## config.mk

```make
export PLATFORM = sky130hd
export DESIGN_NAME = dmem_arbiter
export DESIGN_NICKNAME = d
export VERILOG_FILES = /design/src/rtl/dmem_arb_pkg.sv /design/src/rtl/dmem_lane_decode.sv /design/src/rtl/dmem_arbiter.sv
export SDC_FILE = /design/constraint.sdc
export NUM_CORES = 1
export LEC_CHECK = 0
export ABC_AREA = 1
export CORE_MARGIN = 2
export CORE_UTILIZATION = 39
export CTS_CLUSTER_SIZE = 24
export DETAILED_ROUTE_END_ITERATION = 6
export PLACE_DENSITY = 0.78
export SLEW_MARGIN = 5
export SYNTH_ARGS = -nofsm -noshare
export SYNTH_HDL_FRONTEND = slang
export SYNTH_SLANG_ARGS = --single-unit
export TNS_END_PERCENT = 30
```

## constraint.sdc

```tcl
create_clock -name clk -period 1.5 [get_ports clk]
set_clock_uncertainty 0.2 [all_clocks]
set_input_delay 0.3 -clock clk [delete_from_list [all_inputs] [get_ports clk]]
set_output_delay 0.3 -clock clk [all_outputs]
set_load 0.01 [all_outputs]
```

## src/rtl/dmem_arb_pkg.sv

```systemverilog
// Shared types and lane constants for the two-port data-memory arbiter.
package dmem_arb_pkg;

    typedef enum logic [1:0] {
        BYTE = 2'd0,
        HALF = 2'd1,
        WORD = 2'd2,
        ILL  = 2'd3
    } size_e;

    typedef enum logic {
        IDLE  = 1'b0,
        ISSUE = 1'b1
    } state_e;

    typedef struct packed {
        logic        we;
        logic [31:0] addr;
        size_e       size;
        logic        uns;
        logic [31:0] wdata;
        logic        port;
    } cmd_t;

    localparam logic [3:0] LANE_B0 = 4'b0001;
    localparam logic [3:0] LANE_B1 = 4'b0010;
    localparam logic [3:0] LANE_B2 = 4'b0100;
    localparam logic [3:0] LANE_B3 = 4'b1000;
    localparam logic [3:0] LANE_H0 = 4'b0011;
    localparam logic [3:0] LANE_H1 = 4'b1100;
    localparam logic [3:0] LANE_W  = 4'b1111;

endpackage

```

## src/rtl/dmem_lane_decode.sv

```systemverilog
// Maps byte offset, size, direction and signedness to dmem lane codes.
module dmem_lane_decode
    import dmem_arb_pkg::*;
(
    input  logic [1:0] addr_lo,
    input  size_e      size,
    input  logic       we,
    input  logic       uns,
    output logic [3:0] wmem,
    output logic [4:0] rmem,
    output logic       misaligned
);

    logic [3:0] lane;

    always_comb begin
        lane       = 4'b0000;
        misaligned = 1'b0;
        unique case (size)
            BYTE: begin
                unique case (addr_lo)
                    2'd0: lane = LANE_B0;
                    2'd1: lane = LANE_B1;
                    2'd2: lane = LANE_B2;
                    2'd3: lane = LANE_B3;
                endcase
            end
            HALF: begin
                lane       = addr_lo[1] ? LANE_H1 : LANE_H0;
                misaligned = addr_lo[0];
            end
            WORD: begin
                lane       = LANE_W;
                misaligned = |addr_lo;
            end
            ILL: misaligned = 1'b1;
        endcase

        wmem = 4'b0000;
        rmem = 5'b00000;
        if (!misaligned) begin
            if (we) begin
                wmem = lane;
            end else begin
                // Word loads carry no sign: extension is meaningless at full width.
                rmem = {~uns & (size != WORD), lane};
            end
        end
    end

endmodule

```

## src/rtl/dmem_arbiter.sv

```systemverilog
// Round-robin two-master arbiter sequencing each access through one dmem ISSUE cycle.
module dmem_arbiter
    import dmem_arb_pkg::*;
#(
    parameter int unsigned ADDR_W = 15
) (
    input  logic        clk,
    input  logic        rst,
    input  logic        m0_req,
    input  logic        m0_we,
    input  logic [31:0] m0_addr,
    input  logic [1:0]  m0_size,
    input  logic        m0_unsigned,
    input  logic [31:0] m0_wdata,
    output logic        m0_gnt,
    output logic        m0_rvalid,
    output logic [31:0] m0_rdata,
    output logic        m0_err,
    input  logic        m1_req,
    input  logic        m1_we,
    input  logic [31:0] m1_addr,
    input  logic [1:0]  m1_size,
    input  logic        m1_unsigned,
    input  logic [31:0] m1_wdata,
    output logic        m1_gnt,
    output logic        m1_rvalid,
    output logic [31:0] m1_rdata,
    output logic        m1_err,
    output logic [3:0]  wmem,
    output logic [4:0]  rmem,
    output logic [31:0] mem_addr,
    output logic [31:0] store_data,
    input  logic [31:0] load_data
);

    state_e      state_q, state_d;
    logic        last_q;
    cmd_t        cmd_q, cmd_d;
    logic [1:0]  rvalid_q, err_q;
    logic [31:0] rdata0_q, rdata1_q;

    logic        grant, win;
    logic        issue;
    logic [3:0]  dec_wmem;
    logic [4:0]  dec_rmem;
    logic        misaligned;
    logic [31:0] resp_data;
    logic        unused_addr_hi;

    assign issue          = (state_q == ISSUE);
    assign unused_addr_hi = ^cmd_q.addr[31:ADDR_W+2];

    always_comb begin
        win   = (m0_req & m1_req) ? ~last_q : m1_req;
        // Reset suppresses grants so a requester never sees an accept that is then lost.
        grant = (state_q == IDLE) & (m0_req | m1_req) & ~rst;

        cmd_d = cmd_q;
        if (grant) begin
            cmd_d.we    = win ? m1_we : m0_we;
            cmd_d.addr  = win ? m1_addr : m0_addr;
            cmd_d.size  = size_e'(win ? m1_size : m0_size);
            cmd_d.uns   = win ? m1_unsigned : m0_unsigned;
            cmd_d.wdata = win ? m1_wdata : m0_wdata;
            cmd_d.port  = win;
        end

        state_d = state_q;
        case (state_q)
            IDLE:    if (grant) state_d = ISSUE;
            ISSUE:   state_d = IDLE;
            default: state_d = IDLE;
        endcase
    end

    assign m0_gnt = grant & ~win;
    assign m1_gnt = grant & win;

    dmem_lane_decode u_lane_decode (
        .addr_lo    (cmd_q.addr[1:0]),
        .size       (cmd_q.size),
        .we         (cmd_q.we),
        .uns        (cmd_q.uns),
        .wmem       (dec_wmem),
        .rmem       (dec_rmem),
        .misaligned (misaligned)
    );

    always_comb begin
        wmem       = issue ? dec_wmem : 4'b0000;
        rmem       = issue ? dec_rmem : 5'b00000;
        mem_addr   = issue ? {{(32 - ADDR_W){1'b0}}, cmd_q.addr[ADDR_W+1:2]} : 32'h0;
        store_data = issue ? cmd_q.wdata : 32'h0;
        resp_data  = misaligned ? 32'h0 : load_data;
    end

    always_ff @(posedge clk) begin
        if (rst) begin
            state_q  <= IDLE;
            last_q   <= 1'b1;
            cmd_q    <= '0;
            rvalid_q <= 2'b00;
            err_q    <= 2'b00;
            rdata0_q <= 32'h0;
            rdata1_q <= 32'h0;
        end else begin
            state_q  <= state_d;
            cmd_q    <= cmd_d;
            rvalid_q <= 2'b00;
            err_q    <= 2'b00;
            if (grant) begin
                last_q <= win;
            end
            if (issue) begin
                rvalid_q[cmd_q.port] <= 1'b1;
                err_q[cmd_q.port]    <= misaligned;
                if (cmd_q.port) begin
                    rdata1_q <= resp_data;
                end else begin
                    rdata0_q <= resp_data;
                end
            end
        end
    end

    assign m0_rvalid = rvalid_q[0];
    assign m1_rvalid = rvalid_q[1];
    assign m0_err    = err_q[0];
    assign m1_err    = err_q[1];
    assign m0_rdata  = rdata0_q;
    assign m1_rdata  = rdata1_q;

endmodule

```

; ---- After elaboration in Yosys (flattened, before gate mapping)
; Index checks and enable logic that the tools add are counted.
[totals]
latchBits = 0
ramBits = 0
elab_cells = 65
inputBits = 172
romBits = 0
n_memories = 0
out_inout_bits = 143
register_bits = 124
[classes]
n_div = 0
muxes = 23
n_bitwise = 14
reduce_logical = 7
multipliers = 0
eq_ne = 7
addsub = 0
n_lt_le_gt_ge = 2
shifts = 0
[op_table]
columns = cell, count
row1 = two-way mux 32 bit, 3
row2 = two-way mux 17 bit, 1
row3 = two-way mux 4 bit, 4
row4 = case mux 4 bit (4 select lines), 1
row5 = two-way mux 15 bit, 1
row6 = two-way mux 5 bit, 3
row7 = case mux 4 bit (3 select lines), 1
row8 = "== test 2 bit, second input constant", 4
row9 = bitwise AND 1 bit, 6
row10 = NOT 1 bit, 6
row11 = two-way mux 1 bit, 5
row12 = "== test 2 x 1 -> 1 bit, second input constant", 2
row13 = zero test 2 bit, 2
row14 = AND reduction 2 bit, 2
row15 = OR reduction 2 bit, 2
row16 = case mux 1 bit (3 select lines), 1
row17 = bitwise AND 2 bit, 1
row18 = "less-than comparator 1 x 2 -> 1 bit, second input constant", 1
row19 = two-way mux 2 bit, 1
row20 = "inequality test 2 bit, second input constant", 1
row21 = case mux 1 bit (2 select lines), 1
row22 = demux 1 bit (select 1 bit), 1
row23 = "greater-or-equal comparator 1 bit, second input constant", 1
row24 = logical AND 1 bit, 1
row25 = bitwise OR 1 bit, 1

; ---- Logic depth before layout (Yosys ltp)
; Gate-level depths: netlist of run 1.
[depth]
ltp_word = 6
mapped_depth = 7
depth_no_buf = 6

; ---- Hierarchy
; A second synthesis of run 1 with hierarchy kept.
[hier_totals]
cells_unflattened = 949
hier_area_um2 = 5968.2
[by_module_without_submodules]
columns = mod, cells_each, area_per_inst_um2, n_inst, seq_area_each_um2
row1 = dmem_arbiter, 914, 5820.6, 1, 2482.4
row2 = dmem_lane_decode, 35, 147.6, 1, 0.0

; ---- Worst setup path before layout of run 1
; OpenSTA, ideal clock, no wires.
[synth_timing]
kind = register -> output
start = reg cmd_q[34] (netlist bit)
end = out rmem[1]
arrival_time_ps = 991
required_ps = 1000
setup_slack_ps = 9
n_path_buf = 0
path_stages_with_launch = 6
path_cell_list = dfxtp_1 > nor2_1 > nand2_1 > nand2_2 > nand3b_1 > nor2_1
[synth_between]
elab_chain_len = 5
word_cells_on_any_way = 9
cone_classes = eq/ne (3) / mux (5) / reduce/logical (1)
[synth_rtl]
columns = element, line_no
row1 = "start, declared", dmem_arbiter.sv:38  ; cmd_t cmd_q, cmd_d;
row2 = "start signal, assigned", dmem_arbiter.sv:108  ; cmd_q <= cmd_d;
row3 = == test 2 bit (tied with other cells), dmem_lane_decode.sv:19  ; unique case (size)
row4 = case mux 4 bit (3 select lines), dmem_lane_decode.sv:19
row5 = two-way mux 5 bit, dmem_lane_decode.sv:42  ; if (we) begin
row6 = two-way mux 5 bit (*), dmem_lane_decode.sv:41  ; if (!misaligned) begin
row7 = two-way mux 5 bit (*), dmem_arbiter.sv:91  ; rmem = issue ? dec_rmem : 5'b00000;
row8 = "end, declared", dmem_arbiter.sv:30  ; output logic [4:0] rmem,
; Mark *: on every way between the ends. The rest lies on a longest branch, timed or not.

; ---- Final worst setup path of run 1
; Same ends and word-level chain as after synthesis.

==> impl_metrics.env, run 1 <==
export IMPL_outcome="complete, but fails checks"
export IMPL_violations="negative setup slack"
export IMPL_use_met3_pct=4.98
export IMPL_ir_worst_vdd_v=0.000717
export IMPL_nNetsFinal=1304
export IMPL_powerDensity_mw_per_mm2=984
export IMPL_wl_per_cell_um=16.3
export IMPL_grt_pass1_vias=6067
export IMPL_syn2layout_area_growth_pct=80.5
export IMPL_wirelength_mm=21.6
export IMPL_clockPowerShare_pct=41.7
export IMPL_drv_slew=0
export IMPL_grt_ovfl_total=0
export IMPL_switchingPower_mw=2.78
export IMPL_port_buffers=267
export IMPL_cp_arrival_ns=1.56
export IMPL_cts_tree="built"
export IMPL_core_area_sq_mm=0.0144
export IMPL_syn_inst=826
export IMPL_multi_input_area_sq_mm=0.00311
export IMPL_holdBufCountCts=0
export IMPL_slew_headroom_pct=64.7
export IMPL_drt_iter0_markers=399
export IMPL_p_int_mw=7.32
export IMPL_insertion_delay_ns=0.41
export IMPL_drc=0
export IMPL_grtUsageMet2_pct=40.0
export IMPL_yosysWarnings=0
export IMPL_antenna_left=0
export IMPL_critPathRequiredTime_ns=1.00
export IMPL_start_util_pct=39.6
export IMPL_hold_violations=0
export IMPL_crit_fanout=4
export IMPL_met1_usage_pct=28.7
export IMPL_setup_violations=179
export IMPL_synth_area_sq_mm=0.00568
export IMPL_setup_ws_ns=-0.563
export IMPL_p_leak_nw=5.01
export IMPL_dp_hpwl_mm=12.3
export IMPL_grt_max_degree=54
export IMPL_synth_top_area_share_pct=43.7
export IMPL_synth_most_common_cell="nand2_1"
export IMPL_final_min_clock_period_ns=2.06
export IMPL_gp_congestion=0.814
export IMPL_yosysUniqueCellTypes=23
export IMPL_dp_cells=1250
export IMPL_synth_edf_count=0
export IMPL_async_reset_ff_share_pct=0
export IMPL_htreeDepth=4
export IMPL_clockBufferDepth=2
export IMPL_cts_made_buffers=17
export IMPL_combPwrFrac_pct=22.0
export IMPL_antenna_found_initial=0
export IMPL_die_area_sq_mm=0.0156
export IMPL_vias=6741
export IMPL_grt_pass1_wl_mm=30.4
export IMPL_synth_area_leaders="dfxtp_1 (44%), nand2_1 (20%), a21oi_1 (10%)"
export IMPL_rsz0062_at_grt="true"
export IMPL_worst_pin_slew_ns=0.530
export IMPL_ys_flop_type="dfxtp_1"
export IMPL_clk_pin_slew_worst_paths_ns=0.06
export IMPL_cts_sinks=124
export IMPL_end_kind="output pin"
export IMPL_swShare_pct=27.5
export IMPL_syn_area_per_cell_sq_um=6.88
export IMPL_fin_util_pct=71.4
export IMPL_diodes=0
export IMPL_die_x_um=125
export IMPL_ys_seq_area_share_pct=43.7
export IMPL_ys_ff_latch=124
export IMPL_drive_gt1_share_pct=37.6
export IMPL_io_pins=315
export IMPL_critical_path_class="flip-flop to output pin"
export IMPL_grt_use_total_pct=23.8
export IMPL_fin_hold_ws_ns=0.162
export IMPL_firstDrtPassIters=5
export IMPL_fmax_mhz=485
export IMPL_yosysTopAreaCell="dfxtp_1"
export IMPL_stdcell_count=1329
export IMPL_regArea_sq_mm=0.00251
export IMPL_rows=44
export IMPL_fin_tns_setup_ns=-50.70
export IMPL_seq_power_share_pct=36.3
export IMPL_total_power_mw=10.1
export IMPL_busiest_layer="met2"
export IMPL_yosys_top_cells_count="nand2_1 (299), dfxtp_1 (124), a21oi_1 (117), nand3_1 (56), o21ai_0 (56)"
export IMPL_cts_root_buf="clkbuf_16"
export IMPL_min_path_type="input port to flip-flop"
export IMPL_nFillCells=1121
export IMPL_crit_path_start_kind="flip-flop"
export IMPL_timing_final_crit_share_pct=138
export IMPL_drv_cap=0
export IMPL_die_h_um=125
export IMPL_avgViaCountPerCell=5.07
## stage by stage
stage	instance area, sq um	worst slack (ns)
3_3_place_gp	8490	-0.614
6_report	10300	-0.563
5_1_grt	10300	-0.620
3_5_place_dp	8490	-0.628
2_1_floorplan	5740	0.00859
4_1_cts	9500	-0.561
## layout by cell type (no fill, tap or decap), drive strengths merged, types with 2 or more instances in the layout
cell type / Yosys / final
nand3: 56 / 56
bufinv: 0 / 3
dfxtp: 124 / 124
a31oi: 4 / 4
clkdlybuf4s15: 0 / 16
clkdlybuf4s50: 0 / 139
conb: 1 / 17
buf: 65 / 176
nor3: 2 / 2
inv: 58 / 60
clkinv: 0 / 5
o21ai: 65 / 65
clkinvlp: 0 / 2
nand2: 302 / 302
a21oi: 117 / 117
clkbuf: 14 / 39
nor2: 16 / 16
## per-layer routing
| metal | routed length (um) | share of wire (%) |
|---|---|---|
| met5 | 0 | 0 |
| met4 | 684 | 3.2 |
| met2 | 10900 | 50 |
| met3 | 1350 | 6.2 |
| met1 | 8690 | 40 |
## state kept, by name, indices dropped and copies added (netlist names)
register  count
cmd_q        54
err_q         2
issue         1
last_q        1
m0_rdata     32
m1_rdata     32
rvalid_q      2
## cell type report
| class | instances | share of cell area (%) |
|---|---|---|
| multi-input combinational | 581 | 30.3 |
| inverter | 58 | 2.29 |
| tap | 184 | 2.24 |
| clock buffer | 20 | 4.35 |
| sequential | 124 | 24.5 |
| timing repair buffer | 350 | 34.7 |
| clock inverter | 12 | 1.58 |
## logic make-up after synthesis
group | synth area share (%)
AOI/OAI and AO/OA | 16.7
other | 0.0660
and+or+nand+nor | 26.7
DFF | 43.7
buffers and inverters | 12.9
## final timing paths
path | from | cells after the start | slack [ns] | end
setup reg to reg | issue | 10 | -0.35 | m0_rdata[15]
hold reg to reg | cmd_q[12] | 2 | 0.27 | cmd_q[12]
hold / removal | rst | 3 | 0.16 | cmd_q[15]
setup / recovery | cmd_q[34] | 7 | -0.56 | rmem[1]
## critical path: stages (launching register included)
cell	delay, ns
dfxtp_4	0.36
nor2_4	0.12
nand2_2	0.08
nand2_4	0.08
nand3b_1	0.14
buf_6	0.16
nor2_2	0.07
buf_2	0.13
## what timing repair did
action,4_1_cts,5_1_grt
pin swaps,21,39
gates cloned,2,13
buffers inserted,26,16
setup endpoints to repair,244,224
resized for setup,578,283
## power by group through the flow
stage	Sequential [mW]	Clock [mW]	Combinational (mW)
after floorplan	3.72	0	0.811
after global placement	3.67	0	1.71
after detailed placement	3.68	0	1.72
after CTS	3.62	4.27	1.86
after global routing	3.68	4.44	2.38
final	3.66	4.22	2.22
Power figures use the tool's default switching activity.
==> inputs of run 2 (changes only) <==
- PLACE_DENSITY: 0.78 -> 0.81
==> impl_metrics.env, run 2 (same netlist as run 1, synthesis figures left out) <==
export IMPL_outcome="complete, but fails checks"
export IMPL_violations="negative setup slack"
export IMPL_min_path_type="input port to flip-flop"
export IMPL_grt_pass1_wl_mm=30.8
export IMPL_timing_final_crit_share_pct=136
export IMPL_drv_cap=0
export IMPL_crit_path_start_kind="flip-flop"
export IMPL_nNetsFinal=1281
export IMPL_dp_hpwl_mm=12.4
export IMPL_final_area_sq_mm=0.00973
export IMPL_grt_ovfl_total=0
export IMPL_wl_per_cell_um=15.8
export IMPL_fin_hold_ws_ns=0.0667
export IMPL_crit_path_start="cmd_q[34]"
export IMPL_cts_made_buffers=17
export IMPL_combPwrFrac_pct=20.6
export IMPL_core_area_sq_mm=0.0144
export IMPL_antenna_left=0
export IMPL_drive_gt1_share_pct=31.4
export IMPL_r2r_start="cmd_q[34]"
export IMPL_drc=0
export IMPL_cts_tree="built"
export IMPL_fin_util_pct=67.7
export IMPL_fmax_mhz=490
export IMPL_end_kind="output pin"
export IMPL_layout_common_cells="nand2_1 (251), clkdlybuf4s50_1 (139), dfxtp_1 (115)"
export IMPL_rrSetupSlack_ns=-0.16
export IMPL_setup_ws_ns=-0.539
export IMPL_cts_root_buf="clkbuf_16"
export IMPL_final_min_clock_period_ns=2.04
export IMPL_crit_end="rmem[4]"
export IMPL_swShare_pct=26.8
export IMPL_die_area_sq_mm=0.0156
export IMPL_p_leak_nw=4.72
export IMPL_cts_sinks=124
export IMPL_io_pins=315
export IMPL_place_area_sq_mm=0.00848
export IMPL_die_x_um=125
export IMPL_switchingPower_mw=2.60
export IMPL_nFillCells=1158
export IMPL_worst_pin_slew_ns=0.683
export IMPL_avgViaCountPerCell=5.07
export IMPL_gp_congestion=0.840
export IMPL_htreeDepth=4
export IMPL_seq_power_share_pct=37.6
export IMPL_clockPowerShare_pct=41.8
export IMPL_hold_violations=0
export IMPL_total_power_mw=9.70
export IMPL_ff2ff_path_depth=6
export IMPL_grt_use_total_pct=24.1
export IMPL_p_int_mw=7.11
export IMPL_die_h_um=125
export IMPL_mostFrequentLayoutCell="nand2_1"
export IMPL_drv_slew=0
export IMPL_clockBufferDepth=2
export IMPL_cp_arrival_ns=1.54
export IMPL_setup_violations=177
export IMPL_vias=6619
export IMPL_wirelength_mm=20.6
export IMPL_grt_pass1_vias=6219
export IMPL_slew_headroom_pct=54.5
export IMPL_largest_register_ffs=54
export IMPL_holdBufCountCts=0
export IMPL_regArea_sq_mm=0.00250
export IMPL_fin_tns_setup_ns=-32.18
export IMPL_critical_path_class="flip-flop to output pin"
export IMPL_diodes=0
export IMPL_firstDrtPassIters=5
export IMPL_grt_max_degree=66
export IMPL_antenna_found_initial=0
export IMPL_critPathRequiredTime_ns=1.00
export IMPL_syn2layout_area_growth_pct=71.1
export IMPL_multi_input_area_sq_mm=0.00294
export IMPL_powerDensity_mw_per_mm2=997
export IMPL_crit_fanout=4
export IMPL_start_util_pct=39.6
export IMPL_rows=44
export IMPL_reg2reg_to="m0_rdata[17]"
export IMPL_drt_iter0_markers=422
export IMPL_regMostFlops="cmd_q"
export IMPL_insertion_delay_ns=0.41
export IMPL_clk_pin_slew_worst_paths_ns=0.05
export IMPL_rsz0062_at_grt="true"
export IMPL_ir_worst_vdd_v=0.000695
export IMPL_port_buffers=267
[run 2: cell types whose count changed in the layout (fill, tap and decap cells not counted), sizes merged]
cell / change
buf: -25
clkbuf: -9
clkdlybuf4s15: +11
clkinv: -1
clkinvlp: +3
inv: -2
[run 2: per-layer routing]
metal	global-route usage, %	part of all wire, %
met4	11.2	3.3
met5	0	0
met1	28.3	40
met3	5.54	6.1
met2	41.6	51
[run 2: critical path, cell delays in order, from the launching register on]
cell and delay (ns):
dfxtp_4 0.37, nor2_4 0.11, nand2_2 0.08, nand2_4 0.08
nand3b_1 0.12, buf_6 0.17, nor2_4 0.09, buf_6 0.11
[run 2: how the worst min path moves through the flow]
stage	cells past startpoint	slack, ns	startpoint	endpoint
floorplan	2	0.24	cmd_q[33]	cmd_q[33]
global placement	2	0.25	cmd_q[46]	cmd_q[46]
detailed placement	2	0.26	cmd_q[19]	cmd_q[19]
CTS	3	0.03	rst	rvalid_q[1]
global route	3	0.06	rst	rvalid_q[1]
finish	3	0.07	rst	rvalid_q[1]
[run 2: area by class of cell]
type / count / share of cell area (%)
Multi-Input combinational cell: 581 / 30.2
Inverter: 58 / 2.34
Clock inverter: 12 / 1.52
Clock buffer: 20 / 4.49
Tap cell: 184 / 2.37
Sequential cell: 124 / 25.7
Timing Repair Buffer: 327 / 33.4
[run 2: power groups by stage]
stage          Sequential, mW  Combinational [mW]  Clock (mW)
3_5_place_dp             3.68                1.71           0
6_report                 3.65                2.00        4.05
4_1_cts                  3.63                1.79        4.11
3_3_place_gp             3.67                1.69           0
2_1_floorplan            3.72               0.811           0
5_1_grt                  3.68                2.15        4.27
[run 2: timing repair]
action,CTS,global route
pin swaps,24,22
buffers inserted,17,9
setup endpoints to repair,245,214
gates cloned,1,2
resized for setup,547,187
[run 2: through the flow]
stage,std cells,setup WS (ns)
after floorplan,842,0.00859
after global placement,1250,-0.615
after detailed placement,1250,-0.645
after CTS,1300,-0.519
after global routing,1306,-0.614
final,1306,-0.539
==> inputs of run 3 (changes only) <==
- SKIP_CTS_REPAIR_TIMING: not set -> 1
==> impl_metrics.env, run 3 (same netlist as run 1, synthesis figures left out) <==
export IMPL_outcome="complete, but fails checks"
export IMPL_violations="negative setup slack"
export IMPL_cts_tree="built"
export IMPL_drc=0
export IMPL_layout_common_cells="nand2_1 (247), clkdlybuf4s50_1 (139), dfxtp_1 (121)"
export IMPL_end_kind="output pin"
export IMPL_syn2layout_area_growth_pct=74.1
export IMPL_die_area_sq_mm=0.0156
export IMPL_firstDrtPassIters=5
export IMPL_cp_arrival_ns=1.49
export IMPL_total_power_mw=9.64
export IMPL_fmax_mhz=504
export IMPL_cts_sinks=124
export IMPL_regMostFlops="cmd_q"
export IMPL_gp_congestion=0.840
export IMPL_core_area_sq_mm=0.0144
export IMPL_grt_use_total_pct=22.8
export IMPL_start_util_pct=39.6
export IMPL_antenna_left=0
export IMPL_stdcell_count=1289
export IMPL_vias=6354
export IMPL_worstPathCellList="nor2_4 > nand2_2 > nand2_4 > nand3b_1 > nor2_1 > buf_2"
export IMPL_dp_hpwl_mm=12.4
export IMPL_avgViaCountPerCell=4.93
export IMPL_cp_buffers_inverters=1
export IMPL_clockBufferDepth=2
export IMPL_pre_cts_ws_ns=-0.645
export IMPL_hold_violations=0
export IMPL_cp_top_family="simple AND/OR/NAND/NOR gates"
export IMPL_critPathRequiredTime_ns=1.00
export IMPL_final_area_sq_mm=0.00990
export IMPL_fin_util_pct=68.9
export IMPL_setup_ws_ns=-0.486
export IMPL_cts_root_buf="clkbuf_16"
export IMPL_timing_final_crit_share_pct=132
export IMPL_clk_pin_slew_worst_paths_ns=0.05
export IMPL_ir_worst_vdd_v=0.000702
export IMPL_cpMaxStageDelayCell="dfxtp_4"
export IMPL_grt_ovfl_total=0
export IMPL_antenna_found_initial=0
export IMPL_critical_path_class="flip-flop to output pin"
export IMPL_wirelength_mm=19.3
export IMPL_drv_cap=0
export IMPL_cpPeakStageDelay_ns=0.37
export IMPL_rows=44
export IMPL_worst_pin_slew_ns=0.653
export IMPL_drive_gt1_share_pct=23.8
export IMPL_min_path_type="input port to flip-flop"
export IMPL_diodes=0
export IMPL_grt_pass1_wl_mm=29.1
export IMPL_drv_slew=0
export IMPL_p_leak_nw=5.87
export IMPL_fin_hold_ws_ns=0.0499
export IMPL_final_min_clock_period_ns=1.99
export IMPL_die_x_um=125
export IMPL_die_h_um=125
export IMPL_fin_tns_setup_ns=-24.06
export IMPL_place_area_sq_mm=0.00848
export IMPL_grt_pass1_vias=5970
export IMPL_port_buffers=267
export IMPL_nNetsFinal=1264
export IMPL_grt_max_degree=66
export IMPL_powerDensity_mw_per_mm2=974
export IMPL_crit_path_start_kind="flip-flop"
export IMPL_wl_per_cell_um=15.0
export IMPL_rsz0062_at_grt="true"
export IMPL_crit_fanout=5
export IMPL_dp_cells=1250
export IMPL_cts_made_buffers=17
export IMPL_largest_register_ffs=54
export IMPL_htreeDepth=4
export IMPL_io_pins=315
export IMPL_mostFrequentLayoutCell="nand2_1"
export IMPL_insertion_delay_ns=0.41
export IMPL_slew_headroom_pct=56.4
export IMPL_setup_violations=113
export IMPL_drt_iter0_markers=359
## run 3: cell types whose count changed in the layout (fill, tap and decap cells not counted), sizes merged
cell | previous run | this run
buf | 151 | 100
dlymetal6s2s | 0 | 68
clkdlybuf4s15 | 27 | 0
clkbuf | 30 | 23
## run 3: final timing paths
check | startpoint | endpoint | slack, ns | cells past startpoint
worst max-delay path | cmd_q[34] | rmem[0] | -0.49 | 6
worst min-delay path | rst | rvalid_q[1] | 0.05 | 3
worst max register to register | issue | cmd_q[37] | -0.16 | 8
worst min register to register | cmd_q[21] | cmd_q[21] | 0.27 | 2
## run 3: power breakdown
group,switching [mW],internal [mW]
combinational,0.944,0.985
clock,1.46,2.59
sequential,0.151,3.51
## run 3: area by class of cell
class,count,area [sq um]
repair buffers,310,3390
flip-flops and latches,124,2490
fillers,1124,4470
inverters,58,228
clock inverters,12,148
multi-input cells,581,2970
well taps,184,230
clock buffers,20,437
## run 3: worst register-to-register path, cell delays in order, from the launching register on
cell     delay (ns)
dfxtp_4        0.37
buf_12         0.15
nor2_4         0.14
o21ai_4        0.09
buf_6          0.14
inv_4          0.07
buf_12         0.19
nand2_1        0.13
a21oi_2        0.13
## run 3: per-layer routing
metal	part of all wire (%)	wire [um]	global-route usage, %	vias up
met5	0	0	0	-
met4	3.5	677	10.9	0
met3	6.2	1210	5.46	52
met2	51	9830	38.8	235
met1	39	7600	27.1	2925
li1	-	-	-	3142
